==> config.mk <==
export PLATFORM = sky130hd
export DESIGN_NAME = bht_update_queue
export DESIGN_NICKNAME = d
export VERILOG_FILES = /design/src/rtl/bht_update_queue.sv
export SDC_FILE = /design/constraint.sdc
export NUM_CORES = 1
export LEC_CHECK = 0
export ABC_AREA = 1
export CAP_MARGIN = 20
export CORE_UTILIZATION = 59
export CTS_CLUSTER_DIAMETER = 60
export DETAILED_ROUTE_END_ITERATION = 8
export PLACE_DENSITY = 0.82
export SKIP_CTS_REPAIR_TIMING = 1
export SLEW_MARGIN = 10
export SYNTH_ARGS = -nofsm -noshare
export SYNTH_HDL_FRONTEND = slang
export SYNTH_SLANG_ARGS = --single-unit
==> constraint.sdc <==
create_clock -name clk -period 5.5 [get_ports clk]
set_input_delay 1.1 -clock clk [delete_from_list [all_inputs] [get_ports clk]]
set_output_delay 1.1 -clock clk [all_outputs]
set_load 0.01 [all_outputs]
==> src/rtl/bht_update_queue.sv <==
// bht_update_queue
// In-order queue of in-flight branch predictions sitting beside a 2-bit BHT.
// Each entry holds the BHT index and the counter value read at predict time.
// Resolutions pop the head, compute the next hysteresis state and issue a
// registered BHT write. The new state is also forwarded into younger queued
// entries (and a same-cycle push) that share the index, so they never carry
// a stale counter value.
// Optional build macro: BHT_UPDATE_STATS_EN adds stat_resolved/stat_mispred.
module bht_update_queue #(
    parameter int DEPTH = 4,
    parameter int AW    = 10
) (
    input  logic                     clk,
    input  logic                     rst_n,
    input  logic                     pred_valid,
    input  logic [AW-1:0]            pred_addr,
    input  logic [1:0]               pred_state,
    output logic                     pred_ready,
    input  logic                     res_valid,
    input  logic                     res_taken,
    output logic                     res_ready,
    input  logic                     flush,
    output logic                     bht_wr,
    output logic [AW-1:0]            bht_addr,
    output logic [1:0]               bht_wdata,
    output logic                     mispredict,
    output logic [$clog2(DEPTH):0]   occupancy
`ifdef BHT_UPDATE_STATS_EN
    ,
    output logic [31:0]              stat_resolved,
    output logic [31:0]              stat_mispred
`endif
);

    localparam int PW = $clog2(DEPTH);
    localparam int CW = PW + 1;

    // Entry storage; kept as registers because forwarding touches every entry.
    logic [AW-1:0]   addr_mem  [DEPTH];
    logic [1:0]      state_mem [DEPTH];

    logic [PW-1:0]   head_reg;
    logic [PW-1:0]   tail_reg;
    logic [CW-1:0]   count_reg;

    logic            bht_wr_reg;
    logic [AW-1:0]   bht_addr_reg;
    logic [1:0]      bht_wdata_reg;
    logic            mispredict_reg;

    logic            push_ok;
    logic            pop_ok;
    logic [AW-1:0]   head_addr;
    logic [1:0]      head_state;
    logic [1:0]      state_next;
    logic            mis_next;
    logic            push_fwd;

    logic [DEPTH-1:0] push_hit;
    logic [DEPTH-1:0] fwd_hit;

    assign pred_ready = (count_reg != CW'(DEPTH));
    assign res_ready  = (count_reg != '0);
    assign push_ok    = pred_valid && pred_ready;
    assign pop_ok     = res_valid && res_ready;

    assign head_addr  = addr_mem[head_reg];
    assign head_state = state_mem[head_reg];
    assign mis_next   = (head_state[1] != res_taken);
    assign push_fwd   = pop_ok && (pred_addr == head_addr);

    assign bht_wr     = bht_wr_reg;
    assign bht_addr   = bht_addr_reg;
    assign bht_wdata  = bht_wdata_reg;
    assign mispredict = mispredict_reg;
    assign occupancy  = count_reg;

    // 2-bit hysteresis: strong states need two wrong outcomes to flip.
    always_comb begin
        state_next = 2'b00;
        case (head_state)
            2'b00:   state_next = res_taken ? 2'b01 : 2'b00;
            2'b01:   state_next = res_taken ? 2'b11 : 2'b00;
            2'b10:   state_next = res_taken ? 2'b11 : 2'b00;
            default: state_next = res_taken ? 2'b11 : 2'b10;
        endcase
    end

    // Per-entry write selects: tail slot for a push, index match for forwarding.
    generate
        for (genvar gi = 0; gi < DEPTH; gi++) begin : g_entry
            assign push_hit[gi] = push_ok && !flush && (tail_reg == PW'(gi));
            assign fwd_hit[gi]  = pop_ok && (addr_mem[gi] == head_addr);
        end
    endgenerate

    // Entry storage update; a push into a slot takes priority over forwarding.
    always_ff @(posedge clk) begin
        for (int i = 0; i < DEPTH; i++) begin
            if (push_hit[i]) begin
                addr_mem[i]  <= pred_addr;
                state_mem[i] <= push_fwd ? state_next : pred_state;
            end else if (fwd_hit[i]) begin
                state_mem[i] <= state_next;
            end
        end
    end

    // Head/tail pointers and occupancy; flush empties the queue outright.
    always_ff @(posedge clk) begin
        if (!rst_n) begin
            head_reg  <= '0;
            tail_reg  <= '0;
            count_reg <= '0;
        end else if (flush) begin
            head_reg  <= '0;
            tail_reg  <= '0;
            count_reg <= '0;
        end else begin
            if (push_ok) tail_reg <= tail_reg + 1'b1;
            if (pop_ok)  head_reg <= head_reg + 1'b1;
            case ({push_ok, pop_ok})
                2'b10:   count_reg <= count_reg + 1'b1;
                2'b01:   count_reg <= count_reg - 1'b1;
                default: count_reg <= count_reg;
            endcase
        end
    end

    // Registered BHT writeback and mispredict pulse; addr/data hold when idle.
    always_ff @(posedge clk) begin
        if (!rst_n) begin
            bht_wr_reg     <= 1'b0;
            bht_addr_reg   <= '0;
            bht_wdata_reg  <= 2'b00;
            mispredict_reg <= 1'b0;
        end else begin
            bht_wr_reg     <= pop_ok;
            mispredict_reg <= pop_ok && mis_next;
            if (pop_ok) begin
                bht_addr_reg  <= head_addr;
                bht_wdata_reg <= state_next;
            end
        end
    end

`ifdef BHT_UPDATE_STATS_EN
    logic [31:0] stat_resolved_reg;
    logic [31:0] stat_mispred_reg;

    assign stat_resolved = stat_resolved_reg;
    assign stat_mispred  = stat_mispred_reg;

    // Free-running event counters; only reset clears them.
    always_ff @(posedge clk) begin
        if (!rst_n) begin
            stat_resolved_reg <= '0;
            stat_mispred_reg  <= '0;
        end else begin
            if (pop_ok)             stat_resolved_reg <= stat_resolved_reg + 32'd1;
            if (pop_ok && mis_next) stat_mispred_reg  <= stat_mispred_reg + 32'd1;
        end
    end
`else
    // Statistics counters are not built in this configuration.
`endif

endmodule

# After elaboration in Yosys (flattened, before gate mapping)
# Memories as Yosys holds them, arrays and structs flattened. A register that Yosys moved wholly into a read port is not among the register bits.
# Cells that the tools add are included.
# word_totals
mem_count	2
mem_bits_ro	0
inputBits	18
reg_bits	21
latchBits	0
ramBits	48
output_inout_bits	19
# memory_table
name	depth	word_bits	read_ports	rd_clocked_by_memory_dff	write_ports	line	text
addr_mem	4	10	5	1	1	39	logic [AW-1:0] addr_mem [DEPTH];
state_mem	4	2	1	1	4	40	logic [1:0] state_mem [DEPTH];
# classes
bitwise_logic	5
magnitude_cmp	0
div_mod_pow	0
shifts	0
eq_ne	14
multipliers	0
addsub	4
reduce_logical	23
mux	43
# ops
cell	n
$eq 10x10->1	5
$mux 10	3
$reduce_or 10->1	3
$mux 2	13
$mux 1	25
$logic_and 1x1->1	13
$eq 2x2->1 const B	4
$eq 2x1->1 const B	3
$pmux 3 s2	1
$add 2x1->2 const B	2
$logic_not 2->1	2
$or 1x1->1	4
$pmux 2 s2	1
$reduce_or 2->1	2
$add 3x1->3 const B	1
$ne 3x3->1 const B	1
$reduce_bool 3->1	1
$sub 3x1->3 const B	1
$reduce_bool 2->1	1
$logic_not 1->1	1
$ne 1x1->1	1
$not 1->1	1

# Longest topological paths before layout
# Gate-level depths: netlist of the first run.
# depth
word_depth	10
mapped_depth	15
depth_no_buf	13

# Worst setup path after synthesis of the first run
# OpenSTA, ideal clock, no wires.
# synth_timing
kind	input to register
startpoint	input port res_valid
endpoint	register count_reg[2], in the netlist occupancy[2]
setup_time_ns	0.070
path_slack_ns	2.663
cell_stages	10
t_arrival_ns	2.767
path_cell_list	and2_1 > clkbuf_1 > clkbuf_1 > ha_1 > inv_1 > fa_1 > a21oi_1 > o21a_1 > o21ai_0 > a21oi_1
# synth_via
elab_chain_cells	3
elab_cells_between_ends	5
# synth_rtl
element	line	text
start, declared	19	input logic res_valid,
$logic_and 1x1->1 (*)	65	assign pop_ok = res_valid && res_ready;
via pop_ok	52	logic pop_ok;
$eq 2x1->1 or $eq 2x2->1 (tied branches)	122	case ({push_ok, pop_ok})
$pmux 3 s2 or $reduce_bool 2->1 (tied branches)	-	
end signal, assigned	123	2'b10: count_reg <= count_reg + 1'b1;
end signal, assigned	124	2'b01: count_reg <= count_reg - 1'b1;
end signal, assigned	125	default: count_reg <= count_reg;
end, declared	44	logic [CW-1:0] count_reg;
# The timed path passes the listed nets; every way through them passes the cells marked *.
# A chain may end at the register's enable or synchronous reset.

==> results of run 1 <==
cells by family after synthesis:
group,count (synthesis)
adders and majority gates,7
buffers and inverters,49
xor gates and xnor gates,11
AOI/OAI and AO/OA,49
and+or+nand+nor,285
DFF,71
placed cells by master, fill, tap and decap left out, types with 2 or more instances in the layout:
master	Yosys	final
nand2_1	143	143
or2_1	2	2
dfxtp_1	23	23
clkdlybuf4s50_1	0	36
inv_1	34	34
clkbuf_1	6	3
nand3_4	3	3
ha_1	6	6
nor2_2	3	3
and2_1	3	3
nand2_4	2	2
edfxtp_1	48	48
nand3_1	32	32
nand4_1	6	6
o21ai_1	2	2
nand3_2	14	14
xor2_1	9	9
nor2_4	2	2
clkinv_2	0	3
a32o_1	2	2
nand3b_1	27	27
o21ai_0	21	21
nand2_2	18	18
nor2_1	29	29
a21oi_1	22	22
clkbuf_8	0	9
xor2_2	2	2
metal layers:
layer	vias to the layer above	GRT usage, %
li1	1652	-
met4	0	10.79
met3	26	4.767
met2	137	44.43
met5	-	0
met1	1507	34.55
area by class of cell:
type                            count  share of cell area (%)
Clock inverter                      4                  0.4644
Multi-Input combinational cell    352                   41.87
Clock buffer                       12                   2.950
Inverter                           36                   3.059
Timing Repair Buffer               37                   8.031
Sequential cell                    71                   41.52
Tap cell                           77                   2.103
worst max-delay path: cells and delay by family, from the launching register on:
family	cells	cell delay, ns
AOI/OAI and AO/OA	2	0.82
and+or+nand+nor	3	0.41
buffers and inverters	2	0.62
adders and majority gates	1	0.27
DFF	1	0.84
per-stage QoR:
step                      utilization [%]  power, uW  cell area [um2]
after global routing                70.53       1158             4581
after CTS                           70.53       1110             4581
after global placement              68.12      764.6             4424
after detailed placement            68.12      768.6             4424
final                               70.53       1112             4581
after floorplan                         -      708.1             4059
worst paths after layout:
path | from | end | depth (start not counted)
hold reg to reg | head_reg[1] | head_reg[1] | 2
setup reg to reg | flop | state_mem[2][1] | 8
hold / removal | head_reg[1] | head_reg[1] | 2
setup / recovery | flop | state_mem[2][1] | 8
power by group through the flow:
| stage | Sequential [uW] | Clock [uW] | Combinational [uW] |
|---|---|---|---|
| after global routing | 600 | 382 | 176 |
| after detailed placement | 610 | 0 | 159 |
| after floorplan | 611 | 0 | 97.4 |
| after CTS | 598 | 352 | 160 |
| after global placement | 609 | 0 | 155 |
| final | 598 | 353 | 161 |
==> impl_metrics.tcl, run 1 <==
set metrics [dict create \
    syn_inst 472 \
    synth_fp_nets 497 \
    synth.area.top_cells "edfxtp_1, nand2_1, dfxtp_1" \
    dp_hpwl_mm 6.481 \
    gp_congestion 0.8703 \
    grt_overflow 0 \
    crit_fanout 14 \
    track_usage_pct 26.65 \
    vias 3322 \
    seq_area_um2 1902 \
    holdWs_ns 0.4764 \
    hold_path_class "reg2reg" \
    end_kind "flop" \
    wl_per_cell_um 15.67 \
    core_um2 6495 \
    synth_top_area_share_pct 35.51 \
    dr_wl_met3_um 638 \
    cpMaxStageDelayCell "dfxtp_1" \
    cts_tree "built" \
    fin_setup_tns_ns 0 \
    top_layer "met4" \
    syn_avg_cell_area_um2 8.599 \
    clock_latency_ns 0.35 \
    critical_path_arrival_ns 3.32 \
    diodes 0 \
    start_util_pct 62.49 \
    grt_pass1_vias 3040 \
    relSlewSlack_pct 30.53 \
    met2WireLength_mm 4.506 \
    critPathKind "reg2reg" \
    dpl.cell_count 573 \
    fillCellCount 496 \
    final.setup.worst_slack_ns 2.260 \
    synth_top_family_by_area "simple AND/OR/NAND/NOR gates" \
    grt_pass1_wl_mm 14.51 \
    dieArea_um2 7215 \
    synth_top_cell_by_area "edfxtp_1" \
    synthMuxAreaShare_pct 0 \
    drtPass1Iterations 7 \
    switchingPower_uw 297.9 \
    syn_area_um2 4059 \
    outcome "finished, final reports clean" \
    synth-compound-area-share_pct 6.412 \
    clock-sinks 71 \
    cts_buffers 9 \
    cts_max_level 3 \
    fin_crit_sh_pct 58.91 \
    die_h_um 84.94 \
    worst_setup_path_start_kind "flop" \
    async_reset_ff_share_pct 0 \
    rows 29 \
    swShare_pct 26.79 \
    synth_most_common_cell "nand2_1" \
    tightest_slew_ns 1.041 \
    grt_start_max_net_pins 26 \
    yosys_most_used_dff "edfxtp_1" \
    ioPinCount 37 \
    total_leakage_power_uw 0.001884 \
    fin_nets 532 \
    cellPowerDensity_nw_per_um2 242.7 \
    root_buffer "clkbuf_8" \
    max_freq_mhz 308.6 \
    cpPeakStageDelay_ns 0.84 \
    synth_xor_area_share_pct 2.744 \
    synthTopCellsByCount "nand2_1, edfxtp_1, inv_1, nand3_1, nor2_1" \
    first_iter_violations 242 \
    yosysWarnings 0 \
    yosysSeqAreaShare_pct 46.86 \
    yosys.area_share.adder_pct 2.343 \
    clkPwrFrac_pct 31.8 \
    largest_reg_flops 40 \
    wirelength_mm 9.231 \
    crit_path_cell_trace "inv_1, a32o_1, ha_1, inv_1, o21ai_0, nand3_2, nand3_1, nand2_1" \
    antenna_found_initial 0 \
    slew_viol_final 0 \
    ys_seq_elements 71 \
    post-place-ws_ns 1.993 \
    synth_edf_count 48 \
    hold_violations 0 \
    cts.clk_slew.worst_paths_ns 0.07 \
    io_buffers 36 \
    clock_skew_ns 0.01646 \
    clockBufferDepth 2 \
    die_w_um 84.94 \
    instances_no_fill 589 \
    final.min_clock_period_ns 3.240 \
    cpMostUsedCell "inv_1" \
    ant_nets 0 \
    multi_input_area_um2 1918 \
    synthSimpleGateAreaFrac_pct 35.76 \
    ir_worst_vdd_mv 0.1922 \
    cap_violations 0 \
    area_growth_pct 12.85 \
    drc 0 \
    combPwrFrac_pct 14.4 \
    drive_gt1_share_pct 11.72 \
    via_per_inst 5.640 \
    r2r_slack_ns 2.26 \
    yosysUniqueCellTypes 33 \
    drt-met1-wl_mm 3.892 \
    rsz0062_at_grt "false" \
    internal_power_uw 813.9 \
    cp.required_ns 5.58 \
    pwr-share-seq_pct 53.8 \
    setup_violations 0 \
]
Note: power is estimated with default switching activity, not from simulation.
==> run 2, diff against run 1 <==
- CORE_UTILIZATION: 59 -> 52
- PLACE_DENSITY: 0.82 -> 0.76
- clock period: 5.5 -> 2.7 ns (I/O delays scaled with it)
==> impl_metrics.tcl, run 2 (same netlist as run 1, synthesis figures left out) <==
set metrics [dict create \
    cts.clk_slew.worst_paths_ns 0.07 \
    area_growth_pct 16.00 \
    fin_nets 542 \
    vias 3330 \
    mostFrequentLayoutCells "nand2_1, edfxtp_1, clkdlybuf4s50_1" \
    r2r_slack_ns 0.39 \
    combPwrFrac_pct 14.4 \
    io_buffers 36 \
    drtPass1Iterations 5 \
    cts_max_level 3 \
    via_per_inst 5.362 \
    holdWs_ns 0.4773 \
    fin_area_um2 4708 \
    dieArea_um2 8163 \
    max_freq_mhz 432.6 \
    fin_setup_tns_ns 0 \
    relSlewSlack_pct 63.73 \
    tightest_slew_ns 0.5435 \
    rsz0062_at_grt "false" \
    wl_per_cell_um 15.31 \
    drive_gt1_share_pct 13.41 \
    internal_power_uw 1743 \
    cap_violations 0 \
    postPlaceCellArea_um2 4527 \
    grt_pass1_wl_mm 15.55 \
    fin_crit_sh_pct 85.61 \
    clock_skew_ns 0.007024 \
    track_usage_pct 24.88 \
    worst_setup_path_start_kind "flop" \
    critPathKind "reg2reg" \
    swShare_pct 25.33 \
    root_buffer "clkbuf_8" \
    ioPinCount 37 \
    fillCellCount 600 \
    start_util_pct 54.79 \
    end_kind "flop" \
    grt_start_max_net_pins 25 \
    setup_violations 0 \
    antenna_found_initial 0 \
    pwr-share-seq_pct 52.1 \
    rows 31 \
    die_w_um 90.35 \
    switchingPower_uw 591.2 \
    final_common_cell "nand2_1" \
    hold_violations 0 \
    core_um2 7408 \
    final.min_clock_period_ns 2.311 \
    cts_buffers 9 \
    grt_pass1_vias 3186 \
    clock-sinks 71 \
    die_h_um 90.35 \
    instances_no_fill 621 \
    wirelength_mm 9.508 \
    hold_path_class "reg2reg" \
    crit_fanout 24 \
    cts_tree "built" \
    clkPwrFrac_pct 33.5 \
    critical_path_arrival_ns 2.41 \
    ir_worst_vdd_mv 0.4006 \
    cp.required_ns 2.80 \
    ant_nets 0 \
    cellPowerDensity_nw_per_um2 495.8 \
    grt_overflow 0 \
    first_iter_violations 317 \
    clock_latency_ns 0.35 \
    clockBufferDepth 2 \
    diodes 0 \
    gp_congestion 0.9071 \
    outcome "finished, final reports clean" \
    dp_hpwl_mm 6.822 \
    slew_viol_final 0 \
    dpl.cell_count 605 \
    drc 0 \
    largest_reg_flops 40 \
    total_leakage_power_uw 0.001945 \
]
==> run 2: critical path: stages (launching register included) <==
cell	delay, ns
dfxtp_1	0.39
inv_6	0.22
nand2_1	0.08
a32o_1	0.26
ha_1	0.29
inv_1	0.05
o21ai_0	0.40
inv_1	0.18
nand3_1	0.13
nand2_1	0.07
==> run 2: through the flow <==
step | utilization [%] | setup WS (ns) | power [uW]
after floorplan | - | 0.3139 | 1442
after global placement | 61.10 | 0.3663 | 1564
after detailed placement | 61.10 | 0.2803 | 1572
after CTS | 63.55 | 0.4253 | 2341
after global routing | 63.55 | 0.1836 | 2438
final | 63.55 | 0.3885 | 2334
==> run 2: per-layer routing <==
metal	wire (um)	part of all wire [%]	GRT usage (%)
met4	183	1.9	9.677
met1	4255	45	32.34
met5	0	0	0
met3	606	6.4	4.714
met2	4463	47	41.03
==> run 2: area by class of cell <==
type                       instances  area [um2]  area share (%)
clock buffer                      15       176.4           3.747
clock inverter                     1       5.005          0.1063
inverter                          36       140.1           2.976
multi-input combinational        352        1918           40.74
sequential                        71        1902           40.39
tap                               99       123.9           2.631
timing repair buffer              47       442.9           9.407
==> run 2: final timing paths <==
| kind | from | end | cells past startpoint |
|---|---|---|---|
| max | flop | state_mem[2][1] | 9 |
| min | head_reg[1] | head_reg[1] | 2 |
| max reg2reg | flop | state_mem[2][1] | 9 |
| min reg2reg | head_reg[1] | head_reg[1] | 2 |
==> run 2: power groups by stage <==
stage / sequential (uW) / combinational, uW / clock (uW)
2_1_floorplan: 1240 / 198 / 0
3_5_place_dp: 1240 / 333 / 0
6_report: 1220 / 337 / 782
5_1_grt: 1220 / 375 / 843
4_1_cts: 1220 / 337 / 789
3_3_place_gp: 1240 / 326 / 0
==> run 3, diff against run 2 <==
- CORE_MARGIN: unset -> 10
- HOLD_SLACK_MARGIN: unset -> 0.15
==> impl_metrics.tcl, run 3 (same netlist as run 1, synthesis figures left out) <==
set metrics [dict create \
    outcome "finished, final reports clean" \
    first_iter_violations 295 \
    mostFrequentLayoutCells "nand2_1, edfxtp_1, clkdlybuf4s50_1" \
    vias 3329 \
    rows 32 \
    cp.depth 12 \
    end_kind "flop" \
    cpMostUsedCell "nand2_1" \
    start_util_pct 53.08 \
    dieArea_um2 11740 \
    rsz0062_at_grt "false" \
    grt_pass1_vias 3294 \
    antenna_found_initial 0 \
    reg2reg_depth 12 \
    setup_violations 0 \
    cellPowerDensity_nw_per_um2 505.3 \
    cp.required_ns 2.81 \
    ioPinCount 37 \
    postPlaceCellArea_um2 4531 \
    die_w_um 108.4 \
    wl_per_cell_um 15.79 \
    track_usage_pct 17.30 \
    critical_path_arrival_ns 2.50 \
    cpMaxStageDelayCell "dfxtp_1" \
    cap_violations 0 \
    cts_buffers 9 \
    final.min_clock_period_ns 2.389 \
    ant_nets 0 \
    cts_max_level 3 \
    clockBufferDepth 2 \
    die_h_um 108.4 \
    relSlewSlack_pct 63.99 \
    core_um2 7647 \
    cts.clk_slew.worst_paths_ns 0.08 \
    crit_fanout 14 \
    grt_overflow 0 \
    gp_congestion 0.8757 \
    crit_path_cell_trace "buf_4, nand2_1, nand3_1, nand2_2, nand2_1, nand2_1, nor2_1, nand2_1, nor2_2, nand3_1, nand3_1, nand2_1" \
    io_buffers 36 \
    grt_start_max_net_pins 26 \
    fillCellCount 634 \
    worst_setup_path_start_kind "flop" \
    slew_viol_final 0 \
    utilization_pct 61.78 \
    drive_gt1_share_pct 13.79 \
    hold_path_class "reg2reg" \
    fin_nets 542 \
    worstPathBufferInverterCount 1 \
    drtPass1Iterations 5 \
    holdPathStages 2 \
    fin_crit_sh_pct 88.49 \
    tightest_slew_ns 0.5346 \
    via_per_inst 5.335 \
    ir_worst_vdd_mv 0.3568 \
    drc 0 \
    hold_violations 0 \
    fin_setup_tns_ns 0 \
    largest_reg_flops 40 \
    diodes 0 \
    critPathTopFamily "simple AND/OR/NAND/NOR gates" \
    grt_pass1_wl_mm 15.82 \
    cts_tree "built" \
    area_growth_pct 16.40 \
    total_leakage_power_uw 0.001953 \
    dp_hpwl_mm 7.189 \
    p_total_uw 2387 \
    final_common_cell "nand2_1" \
    cpPeakStageDelay_ns 0.56 \
    wirelength_mm 9.850 \
    fin_area_um2 4725 \
    root_buffer "clkbuf_8" \
    max_freq_mhz 418.5 \
    clock_latency_ns 0.35 \
    critPathKind "reg2reg" \
    clock_skew_ns 0.008568 \
    clock-sinks 71 \
]
-- run 3: cell types whose count changed in the layout (fill, tap and decap cells not counted), sizes merged --
cell,before,now
clkbuf,15,12
clkinv,1,3
inv,36,37
-- run 3: stage by stage --
stage	setup slack [ns]	cells	hold WS, ns
after global routing	0.1006	624	0.4854
after CTS	0.3538	624	0.4783
after floorplan	0.3139	472	0.4356
after global placement	0.3322	608	0.4499
after detailed placement	0.2321	608	0.4674
final	0.3107	624	0.4792
-- run 3: power by group --
group / internal [uW] / switching [uW]
clock network: 417 / 417
logic: 138 / 201
registers: 1190 / 19.5
total: 1750 / 638
-- run 3: final timing paths --
check / from / to / slack (ns)
worst max register to register: flop / state_mem[0][1] / 0.31
worst min-delay path: head_reg[1] / head_reg[1] / 0.48
worst max-delay path: flop / state_mem[0][1] / 0.31
worst min register to register: head_reg[1] / head_reg[1] / 0.48
-- run 3: worst min-delay path, delay by kind of cell, from the launching register on --
family	cells	cell delay (ns)
AO/OA/AOI/OAI	1	0.07
buffers and inverters	1	0.06
flip-flops	1	0.31
-- run 3: layout make-up --
class,instances,area (um2),share of cell area (%)
clock buffers,12,166.4,3.522
clock inverters,4,27.53,0.5826
inverters,36,140.1,2.966
multi-input cells,352,1918,40.60
flip-flops and latches,71,1902,40.25
well taps,102,127.6,2.701
repair buffers,47,442.9,9.375
-- run 3: layer usage --
metal  GRT usage [%]  vias up  part of all wire [%]
li1                -     1668                     -
met5               0        -                     0
met3           4.105       20                   8.4
met4           8.851        0                   2.5
met1           21.36     1521                    42
met2           27.67      120                    47
==> patch 1 (settings of run 2) <==
Set the parameter `AW` to 11 (it was 10).
--- a/src/rtl/bht_update_queue.sv
+++ b/src/rtl/bht_update_queue.sv
@@ -9,5 +9,5 @@
 module bht_update_queue #(
     parameter int DEPTH = 4,
-    parameter int AW    = 10
+    parameter int AW    = 11
 ) (
     input  logic                     clk,
Ports: changed (resized bht_addr and pred_addr); port bits go from 37 to 39. The function was not compared with the original's and may differ.
==> patch 1 against run 2 <==
Routed wire length increased by 16%. Critical endpoint is now state_mem[0][1]. First-iteration DRC count increased by 8.8%. Utilization decreased by 1.7 points. Synthesized area increased by 8.9%. Critical path depth unchanged. Setup slack got worse by 34 ps. Total power increased by 6.5%. Sequential cell count increased by 5. Cell area increased by 7.9%. Die area increased by 8.7%. Synthesized cell count increased by 11%. Final cell count increased by 9.7%. Sequential power increased by 7%.
==> patch 1: results (changes against run 2) <==
[timing]
tightest_slew_ps = 471  ; was 543 ps
fmax_ghz = 0.426  ; was 0.433 GHz
clock_skew_ps = 14.0  ; was 7.02 ps

[power]
p_leak_nw = 2.17  ; was 1.95 nW
ir_drop_v = 0.000309  ; was 0.000401 V

[cells_and_area]
final_util_pct = 61.8  ; was 63.6%
nets = 597  ; was 542
drive_gt1_share_pct = 11.8  ; was 13.4%
fillers = 720  ; was 600
finalNonFillerCells = 681  ; was 621
largest_reg_flops = 44  ; was 40

[global_route]
grt_pass1_vias = 3546  ; was 3186
grt_first_pass_wirelength_um = 17300  ; was 15500 µm
antenna_found_initial = 0  ; unchanged
grt_max_degree = 37  ; was 25
grtUsageTotal_pct = 26.4  ; was 24.9%

[status]
outcome = finished, final reports clean  ; unchanged

[critical_path]
slowest_stage = dfxtp_2  ; was o21ai_0
cp.arrival_ps = 2450  ; was 2410 ps
rrSetupSlack_ps = 350  ; was 390 ps
crit_fanout = 26  ; was 24

[yosys]
yosysSeqAreaShare_pct = 46.2  ; was 46.9%
synthTopCellsByArea = edfxtp_1, nand2_1, dfxtp_1  ; unchanged
synth_xor_xnor_area_share_pct = 1.59  ; was 2.74%
yosys.area_share.adder_pct = 2.15  ; was 2.34%
synth_edf_count = 52  ; was 48
synthTopCellsByCount = nand2_1, edfxtp_1, inv_1  ; unchanged
ys_types = 32  ; was 33

[route]
vias_per_cell = 5.58  ; was 5.36
first_iter_violations = 345  ; was 317

[placement]
io_buffer_count = 38  ; was 36
gp_congestion = 0.905  ; was 0.907
hpwl_um = 8030  ; was 6820 µm

[clock_tree]
path_clk_slew_ps = 90  ; was 70 ps
clk_latency_ps = 350  ; about the same

==> patch 1: layout make-up <==
| class | count | area share, % |
|---|---|---|
| multi-input combinational | 395 | 41.5 |
| sequential | 76 | 40.2 |
| timing repair buffer | 47 | 8.82 |
| inverter | 42 | 3.25 |
| clock buffer | 10 | 2.71 |
| tap | 105 | 2.59 |
| clock inverter | 6 | 0.911 |
==> patch 1: metal layers <==
| metal | wire [µm] | part of all wire [%] | track usage (%) | vias to the layer above |
|---|---|---|---|---|
| met4 | 302 | 2.7 | 10.1 | 0 |
| met2 | 5400 | 49 | 44.2 | 157 |
| met1 | 4600 | 42 | 32.9 | 1758 |
| li1 | - | - | - | 1848 |
| met5 | 0 | 0 | 0 | - |
| met3 | 713 | 6.5 | 5.83 | 36 |
==> patch 1: power by group <==
part	switching (mW)	leakage [nW]	internal (mW)	total, mW
sequential	0.0214	0.668	1.28	1.30
clock	0.450	0.0909	0.365	0.815
combinational	0.224	1.42	0.146	0.370
total	0.695	2.17	1.79	2.49
==> patch 2 (settings of run 2) <==
Made on the original files. The output `mispredict` loses its register stage (`mispredict_reg` becomes a continuous assignment).
--- a/src/rtl/bht_update_queue.sv
+++ b/src/rtl/bht_update_queue.sv
@@ -134,8 +134,6 @@
             bht_addr_reg   <= '0;
             bht_wdata_reg  <= 2'b00;
-            mispredict_reg <= 1'b0;
         end else begin
             bht_wr_reg     <= pop_ok;
-            mispredict_reg <= pop_ok && mis_next;
             if (pop_ok) begin
                 bht_addr_reg  <= head_addr;
@@ -144,4 +142,6 @@
         end
     end
+
+    assign mispredict_reg = pop_ok && mis_next;
 
 `ifdef BHT_UPDATE_STATS_EN
Formal check against the unedited RTL: not equivalent (a bounded check fails within 4 cycles, from zero or initial values and one cycle with rst_n low).
==> patch 2 against run 2 <==
Cell area grew 1.9%. Routed wire length is 1.4% higher. Sequential cell count shrank 1. Sequential share of layout area is 1.1 points lower. Non-clock buffer count stayed put. Utilization is 1.2 points lower. First-iteration DRC count grew 6.9%. Setup slack worse by 280 ps. Fmax shrank 11%. Total power up 1.5%. Global-route usage shrank 0.19 points. Clock skew grew 4.2 ps. Synthesized area grew 1.7%. Largest power group unchanged.
==> patch 2: results (changes against run 2) <==
[status]
outcome = finished, final reports clean  ; unchanged

[placement]
io_buffer_count = 36  ; unchanged
hpwl_um = 7150  ; was 6820 µm
place_ws_ps = 85.5  ; was 280 ps
gp_congestion = 0.854  ; was 0.907
place_area_mm2 = 0.00460  ; was 0.00453 mm²

[cells_and_area]
drive_gt1_share_pct = 14.8  ; was 13.4%
largest_reg_flops = 40  ; unchanged
fillers = 654  ; was 600
nets = 540  ; was 542

[yosys]
ys_types = 35  ; was 33
yosysSeqAreaShare_pct = 45.6  ; was 46.9%
synthTopCellsByCount = nand2_1, edfxtp_1, nand3_1  ; was nand2_1, edfxtp_1, inv_1
yosysWarnings = 0  ; unchanged
syn_nets = 494  ; was 497
ys_ff_latch = 70  ; was 71
synthTopCellsByArea = edfxtp_1, nand2_1, dfxtp_1  ; unchanged

[min_path]
hold_path.class = flop to flop  ; unchanged
hold_end = head_reg[1]  ; unchanged
holdPathStages = 2  ; unchanged

[critical_path]
crit_fanout = 12  ; was 24
critPathKind = flop to output port  ; was flop to flop
ff2ff_path_depth = 11  ; was 9
critPathCapture = mispredict  ; was state_mem[2][1]
cpPeakStageDelay_ps = 550  ; was 400 ps
rrSetupSlack_ps = 340  ; was 390 ps
r2r_end = state_mem[1][1]  ; was state_mem[2][1]
cp.arrival_ps = 2050  ; was 2410 ps
slowest_stage = clkdlybuf4s50_1  ; was o21ai_0

[route]
wl_met1_um = 4170  ; was 4260 µm
first_iter_violations = 339  ; was 317
first_pass_iters = 4  ; was 5
route.met3.wl_um = 781  ; was 606 µm
vias = 3299  ; was 3330
route.met2.wl_um = 4580  ; was 4460 µm
routed_wl_um = 9640  ; was 9510 µm

[power]
p_leak_nw = 1.94  ; was 1.95 nW
ir_drop_v = 0.000295  ; was 0.000401 V

[global_route]
met1_usage_pct = 32.5  ; was 32.3%
grtUsageMet2_pct = 40.3  ; was 41.0%
grt_max_degree = 25  ; unchanged
grt_use_met3_pct = 4.86  ; was 4.71%
grt_first_pass_wirelength_um = 15500  ; about the same
grtUsageTotal_pct = 24.7  ; was 24.9%
grt_pass1_vias = 3130  ; was 3186

[clock_tree]
cts_made_buffers = 9  ; unchanged
path_clk_slew_ps = 70  ; about the same
clockBufferDepth = 2  ; unchanged
clk_latency_ps = 330  ; was 350 ps

[timing]
period_share_pct = 96.0  ; was 85.6%
clock_skew_ps = 11.3  ; was 7.02 ps
tightest_slew_ps = 499  ; was 543 ps

==> patch 2: cell count changes after synthesis, moves of 3 or more <==
cell | run 2 | this run
inv_1 | 34 | 31
nor2_1 | 29 | 25
nand2_1 | 143 | 137
nand2_4 | 2 | 9
clkbuf_1 | 6 | 3
nand3_1 | 32 | 35
xor2_1 | 9 | 6
nand3_4 | 3 | 6
==> patch 2: metrics by stage <==
step / std cells / util [%] / TNS [ps] / hold slack [ps]
floorplan: 469 / - / 0 / 433
global route: 622 / 62.4 / 0 / 522
CTS: 622 / 62.4 / -79.4 / 469
finish: 622 / 62.4 / 0 / 470
global placement: 606 / 59.9 / 0 / 451
detailed placement: 606 / 59.9 / 0 / 457
==> patch 2: kinds of logic after synthesis <==
| family | share of synthesized area (%) |
|---|---|
| XOR/XNOR | 2.06 |
| buffers and inverters | 5.88 |
| AO/OA/AOI/OAI | 6.67 |
| adder cells (fa/ha/maj) | 2.30 |
| flip-flops | 45.6 |
| AND/OR/NAND/NOR | 37.5 |
==> patch 2: area by class of cell <==
cell class / instances / area [µm²] / area share (%)
Clock buffer: 11 / 141 / 2.95
Clock inverter: 5 / 50.0 / 1.04
Inverter: 34 / 135 / 2.82
Multi-Input combinational cell: 353 / 2000 / 41.8
Sequential cell: 70 / 1880 / 39.3
Tap cell: 102 / 128 / 2.66
Timing Repair Buffer: 47 / 455 / 9.50
==> patch 2: power breakdown <==
group	switching, mW	total [mW]	leakage, nW	internal [mW]
Sequential	0.0206	1.20	0.616	1.18
Clock	0.378	0.823	0.0944	0.445
Combinational	0.205	0.346	1.23	0.142
==> patch 2: worst max-delay path: cells and delay by family, from the launching register on <==
kind | cells | cell delay [ps]
buffers and inverters | 2 | 840
AOI/OAI and AO/OA | 3 | 560
DFF | 1 | 320
